==> src/rtl/video_sig_gen.sv <==
// rtl/video_sig_gen.sv - raster timing generator with sync/active outputs and pipelined sync copies
module video_sig_gen #(
  parameter int H_ACTIVE    = 1280,
  parameter int H_FP        = 110,
  parameter int H_SYNC      = 40,
  parameter int H_BP        = 220,
  parameter int V_ACTIVE    = 720,
  parameter int V_FP        = 5,
  parameter int V_SYNC      = 5,
  parameter int V_BP        = 20,
  parameter int SYNC_POL    = 1,
  parameter int PIPE_STAGES = 4
) (
  input  logic        pixel_clk_in,
  input  logic        rst_n_in,
  output logic [10:0] hcount_out,
  output logic [9:0]  vcount_out,
  output logic        hsync_out,
  output logic        vsync_out,
  output logic        active_draw_out,
  output logic        new_frame_out,
  output logic [5:0]  frame_count_out,
  output logic        hsync_pipe_out,
  output logic        vsync_pipe_out,
  output logic        active_draw_pipe_out
);

  localparam int H_TOTAL = H_ACTIVE + H_FP + H_SYNC + H_BP;
  localparam int V_TOTAL = V_ACTIVE + V_FP + V_SYNC + V_BP;

  localparam logic [10:0] H_LAST     = 11'(H_TOTAL - 1);
  localparam logic [9:0]  V_LAST     = 10'(V_TOTAL - 1);
  localparam logic [10:0] H_ACT      = 11'(H_ACTIVE);
  localparam logic [9:0]  V_ACT      = 10'(V_ACTIVE);
  localparam logic [10:0] HS_START   = 11'(H_ACTIVE + H_FP);
  localparam logic [10:0] HS_END     = 11'(H_ACTIVE + H_FP + H_SYNC);
  localparam logic [9:0]  VS_START   = 10'(V_ACTIVE + V_FP);
  localparam logic [9:0]  VS_END     = 10'(V_ACTIVE + V_FP + V_SYNC);
  localparam logic        SYNC_ACT   = (SYNC_POL != 0);
  localparam logic        SYNC_IDLE  = !SYNC_ACT;

  // Reset asserts asynchronously but releases through two flops; run gates all state.
  logic [1:0] rst_sync;
  logic       run;

  always_ff @(posedge pixel_clk_in or negedge rst_n_in) begin
    if (!rst_n_in) begin
      rst_sync <= 2'b00;
    end else begin
      rst_sync <= {rst_sync[0], 1'b1};
    end
  end

  assign run = rst_sync[1];

  logic        h_wrap;
  logic        v_wrap;
  logic [10:0] h_next;
  logic [9:0]  v_next;
  logic        active_next;
  logic        hsync_next;
  logic        vsync_next;
  logic        new_frame_next;

  // Outputs are registered from the next-count decode so they stay aligned with the counters.
  always_comb begin
    h_wrap = (hcount_out == H_LAST);
    v_wrap = (vcount_out == V_LAST);
    h_next = h_wrap ? 11'd0 : hcount_out + 11'd1;
    v_next = vcount_out;
    if (h_wrap) begin
      v_next = v_wrap ? 10'd0 : vcount_out + 10'd1;
    end
    active_next    = (h_next < H_ACT) && (v_next < V_ACT);
    hsync_next     = ((h_next >= HS_START) && (h_next < HS_END)) ? SYNC_ACT : SYNC_IDLE;
    vsync_next     = ((v_next >= VS_START) && (v_next < VS_END)) ? SYNC_ACT : SYNC_IDLE;
    new_frame_next = (h_next == H_ACT) && (v_next == V_ACT);
  end

  always_ff @(posedge pixel_clk_in or negedge rst_n_in) begin
    if (!rst_n_in) begin
      hcount_out      <= H_LAST;
      vcount_out      <= V_LAST;
      hsync_out       <= SYNC_IDLE;
      vsync_out       <= SYNC_IDLE;
      active_draw_out <= 1'b0;
      new_frame_out   <= 1'b0;
      frame_count_out <= 6'd0;
    end else if (run) begin
      hcount_out      <= h_next;
      vcount_out      <= v_next;
      hsync_out       <= hsync_next;
      vsync_out       <= vsync_next;
      active_draw_out <= active_next;
      new_frame_out   <= new_frame_next;
      if (new_frame_next) begin
        frame_count_out <= frame_count_out + 6'd1;
      end
    end
  end

  logic [PIPE_STAGES-1:0] hs_pipe;
  logic [PIPE_STAGES-1:0] vs_pipe;
  logic [PIPE_STAGES-1:0] ad_pipe;

  always_ff @(posedge pixel_clk_in or negedge rst_n_in) begin
    if (!rst_n_in) begin
      hs_pipe <= {PIPE_STAGES{SYNC_IDLE}};
      vs_pipe <= {PIPE_STAGES{SYNC_IDLE}};
      ad_pipe <= '0;
    end else if (run) begin
      hs_pipe[0] <= hsync_out;
      vs_pipe[0] <= vsync_out;
      ad_pipe[0] <= active_draw_out;
      for (int i = 1; i < PIPE_STAGES; i++) begin
        hs_pipe[i] <= hs_pipe[i-1];
        vs_pipe[i] <= vs_pipe[i-1];
        ad_pipe[i] <= ad_pipe[i-1];
      end
    end
  end

  assign hsync_pipe_out       = hs_pipe[PIPE_STAGES-1];
  assign vsync_pipe_out       = vs_pipe[PIPE_STAGES-1];
  assign active_draw_pipe_out = ad_pipe[PIPE_STAGES-1];

endmodule
==> config.mk <==
export PLATFORM = sky130hd
export DESIGN_NAME = video_sig_gen
export DESIGN_NICKNAME = d
export VERILOG_FILES = /design/src/rtl/video_sig_gen.sv
export SDC_FILE = /design/constraint.sdc
export NUM_CORES = 1
export LEC_CHECK = 0
export CAP_MARGIN = 0
export CORE_MARGIN = 2
export CORE_UTILIZATION = 25
export CTS_CLUSTER_DIAMETER = 200
export DETAILED_ROUTE_END_ITERATION = 16
export GPL_TIMING_DRIVEN = 0
export PLACE_DENSITY_LB_ADDON = 0.15
export RECOVER_POWER = 50
export SKIP_LAST_GASP = 1
export SYNTH_ARGS = -nofsm -noshare
export SYNTH_HDL_FRONTEND = slang
export SYNTH_SLANG_ARGS = --single-unit
==> constraint.sdc <==
create_clock -name pixel_clk_in -period 3.06 [get_ports pixel_clk_in]
set_input_delay 0.918 -clock pixel_clk_in [delete_from_list [all_inputs] [get_ports pixel_clk_in]]
set_output_delay 0.918 -clock pixel_clk_in [all_outputs]
set_load 0.01 [all_outputs]
==> impl_metrics.csv <==
group,metric,value,unit
clocking,clk_pin_slew_worst_paths,0.10,ns
sta,slew_violations,0,
route,vias,2434,
final_layout,seq_area,0.001144,mm2
grt,grt_use_met3,2.271,%
grt,busiest_layer,"met2",
power_and_ir_drop,pwr-share-clk,30.2,%
sta,worstMarginPinSlew,1.138,ns
route,drc,0,
synthesis,synth_area_per_cell,9.220,um2
synthesis,syn_area,0.002748,mm2
power_and_ir_drop,p_int,1.122,mW
critical_path,worst_setup_path_end_kind,"register",
floorplan,fp.dieH,108.8,um
critical_path,required,3.26,ns
floorplan,core,0.01079,mm2
critical_path,cp-start-kind,"register",
synthesis,synth-edff-count,0,
synthesis,ys_top_cells_by_count,"dfrtp_1, nand2_1, o21ai_0, clkbuf_1, nor2_1",
grt,use_met2,20.94,%
final_layout,layout-drive-gt1-share,19.89,%
place,routabilityCongestion,0.8644,
route,ant_nets,0,
power_and_ir_drop,p_leak,1.301,nW
synthesis,synthArstFlopShare,100.0,%
worst_hold_path,hp-class,"reg2reg",
clocking,ctsLongestPathBuffers,2,
synthesis,synthFlopType,"dfrtp_1",
place,place_ws,-0.3537,ns
synthesis,synth_top_area_share,29.14,%
clocking,clk_latency,0.31,ns
synthesis,synthTopCellsByArea,"dfrtp_1, dfstp_2, o21ai_0",
synthesis,ys_seq_area_share,41.58,%
final_layout,multiInputGateArea,0.001505,mm2
grt,grt_usage,13.21,%
synthesis,yosys_warnings,0,
route,drt_pass1_iterations,5,
place,io_buffers,35,
grt,grt_start_max_net_pins,26,
final_layout,antennaDiodeCount,0,
clocking,cts.sinks,45,
power_and_ir_drop,power_switching,509.4,uW
grt,grt_pass1_vias,2393,
critical_path,arrival,3.21,ns
grt,grt_pass1_wl,12.29,mm
floorplan,io_pins,36,
power_and_ir_drop,combPwrFrac,27.4,%
synthesis,postSynthNetCount,305,
power_and_ir_drop,seqPwrFrac,42.3,%
critical_path,crit_fanout,2,
grt,grt_antenna_before_repair,0,
run,cap_viol_max_count,0,
sta,fin_setup_tns,0,ns
sta,hold_slack,0.3574,ns
floorplan,start_util,25.46,%
route,vias_per_cell,4.947,
status,outcome,"finished, final reports clean",
grt,gr-usage-met1,18.55,%
sta,period_needed,3.007,ns
power_and_ir_drop,ir_drop,198.4,uV
route,drt-initial-drc-count,142,
sta,slew_headroom,24.10,%
sta,min_period_over_period,98.28,%
sta,setup_viol,0,
synthesis,synth.distinct_cells,53,
floorplan,rows,38,
final_layout,fillerInstances,1132,
route,wl_per_cell,15.01,um
floorplan,die_x,108.8,um
grt,gr-total-overflow,0,
final_layout,area_growth,28.14,%
final_layout,nets,358,
sta,hold_viol,0,
sta,fin_ws,0.05255,ns
sta,grt_setup_unrepaired,"yes",
sta,skew,0.01036,ns
sta,clock.fmax,0.3325,GHz
power_and_ir_drop,power_switching_share,31.23,%
synthesis,yosysTopAreaCell,"dfrtp_1",
synthesis,synthCells,298,
clocking,cts_htree_levels,2,
place,place_area,0.003291,mm2
critical_path,path_class,"reg2reg",
power_and_ir_drop,power_density,463.3,mW/mm2
power_and_ir_drop,total_power,1.631,mW
floorplan,die_area,0.01185,mm2
clocking,numCtsBuffers,5,
clocking,cts_hold_buf,0,
clocking,tritoncts,"done",
synthesis,ys_ff_latch,45,
final_layout,fin_area,0.003521,mm2
route,wl,7.383,mm
place,dp_hpwl,5.276,mm
clocking,cts_root_buffer,"clkbuf_8",
## flip-flops by register name, indices dropped and copies added (netlist names)
register         cells
hsync_out            1
vcount_out          10
new_frame_out        1
hs_pipe              4
vs_pipe              4
frame_count_out      6
vsync_out            1
rst_sync             2
hcount_out          11
ad_pipe              4
active_draw_out      1
## cells by family (layout without fill, tap and decap cells)
| logic type | Yosys count | count (layout) | synth area share, % |
|---|---|---|---|
| and+or+nand+nor | 104 | 104 | 20.45 |
| AOI/OAI and AO/OA | 78 | 78 | 19.04 |
| DFF | 45 | 45 | 41.58 |
| buffers and inverters | 33 | 87 | 5.055 |
| xor gates and xnor gates | 17 | 17 | 5.419 |
| muxes | 15 | 15 | 6.056 |
| adders and majority gates | 5 | 5 | 2.277 |
| other | 1 | 1 | 0.1365 |
## final timing paths
kind / startpoint / endpoint / slack (ns) / cells after the start
setup / recovery: hcount_out[10]$_DFFE_PN1P_ / frame_count_out[1]$_DFFE_PN0P_ / 0.05 / 7
hold / removal: rst_sync[0]$_DFF_PN0_ / rst_sync[1]$_DFF_PN0_ / 0.36 / 0
setup reg to reg: hcount_out[10]$_DFFE_PN1P_ / frame_count_out[1]$_DFFE_PN0P_ / 0.05 / 7
hold reg to reg: rst_sync[0]$_DFF_PN0_ / rst_sync[1]$_DFF_PN0_ / 0.36 / 0
max in group asynchronous: rst_n_in / vcount_out[8]$_DFFE_PN0P_ / 0.54 / 2
min in group asynchronous: rst_n_in / hcount_out[1]$_DFFE_PN0P_ / 0.80 / 1
## cell usage in the layout, fill, tap and decap left out, types with 3 or more instances in the layout
| master | netlist | layout |
|---|---|---|
| a21oi_1 | 12 | 12 |
| a31oi_1 | 5 | 5 |
| and2_1 | 3 | 3 |
| and3_1 | 8 | 6 |
| and4_1 | 3 | 3 |
| buf_2 | 3 | 4 |
| buf_4 | 1 | 15 |
| clkbuf_1 | 20 | 16 |
| clkbuf_8 | 0 | 5 |
| clkdlybuf4s50_1 | 0 | 34 |
| dfrtp_1 | 32 | 31 |
| dfstp_2 | 13 | 13 |
| ha_1 | 5 | 4 |
| inv_1 | 8 | 8 |
| mux2_2 | 12 | 12 |
| nand2_1 | 32 | 32 |
| nand2b_1 | 4 | 4 |
| nand3_1 | 11 | 10 |
| nand4_1 | 5 | 5 |
| nor2_1 | 14 | 14 |
| nor3_1 | 7 | 6 |
| nor4_1 | 3 | 3 |
| o21ai_0 | 28 | 27 |
| o31ai_1 | 9 | 9 |
| xnor2_1 | 13 | 13 |
| xor2_1 | 4 | 4 |
## cell type report
| class | count | share of cell area [%] |
|---|---|---|
| Buffer | 20 | 2.310 |
| Clock buffer | 5 | 1.955 |
| Clock inverter | 3 | 1.350 |
| Inverter | 8 | 0.8529 |
| Multi-Input combinational cell | 220 | 42.75 |
| Sequential cell | 45 | 32.48 |
| Tap cell | 140 | 4.975 |
| Timing Repair Buffer | 51 | 13.33 |
## timing repair
item	CTS	global route
gates resized for setup	6	8
setup endpoints to repair	7	8
pin swaps	3	5
setup buffers	9	6
## metrics by stage
stage / instances / util, %
floorplan: 298 / -
global placement: 473 / 30.35
detailed placement: 474 / 30.49
CTS: 488 / 32.24
global route: 492 / 32.62
finish: 492 / 32.62
## critical path: stages (launching register included)
cell and delay [ns]:
dfstp_2 0.55, or4b_4 0.46, or4_4 0.55, o21ai_4 0.08, or4b_4 0.49, a2111oi_4 0.27
and2_4 0.21, mux2_4 0.29
## routing by layer
layer  share of wire (%)  vias up
met5                   0        -
met4                 1.1        0
met3                 3.8        8
met2                  47       56
met1                  48     1183
li1                    -     1187
## power groups by stage
stage               Sequential [mW]  Combinational, mW  Clock (mW)
floorplan                     0.706              0.261           0
global placement              0.693              0.420           0
detailed placement            0.695              0.426           0
CTS                           0.684              0.471       0.512
global route                  0.701              0.500       0.535
finish                        0.690              0.447       0.493
Note: power is estimated with default switching activity, not from simulation.
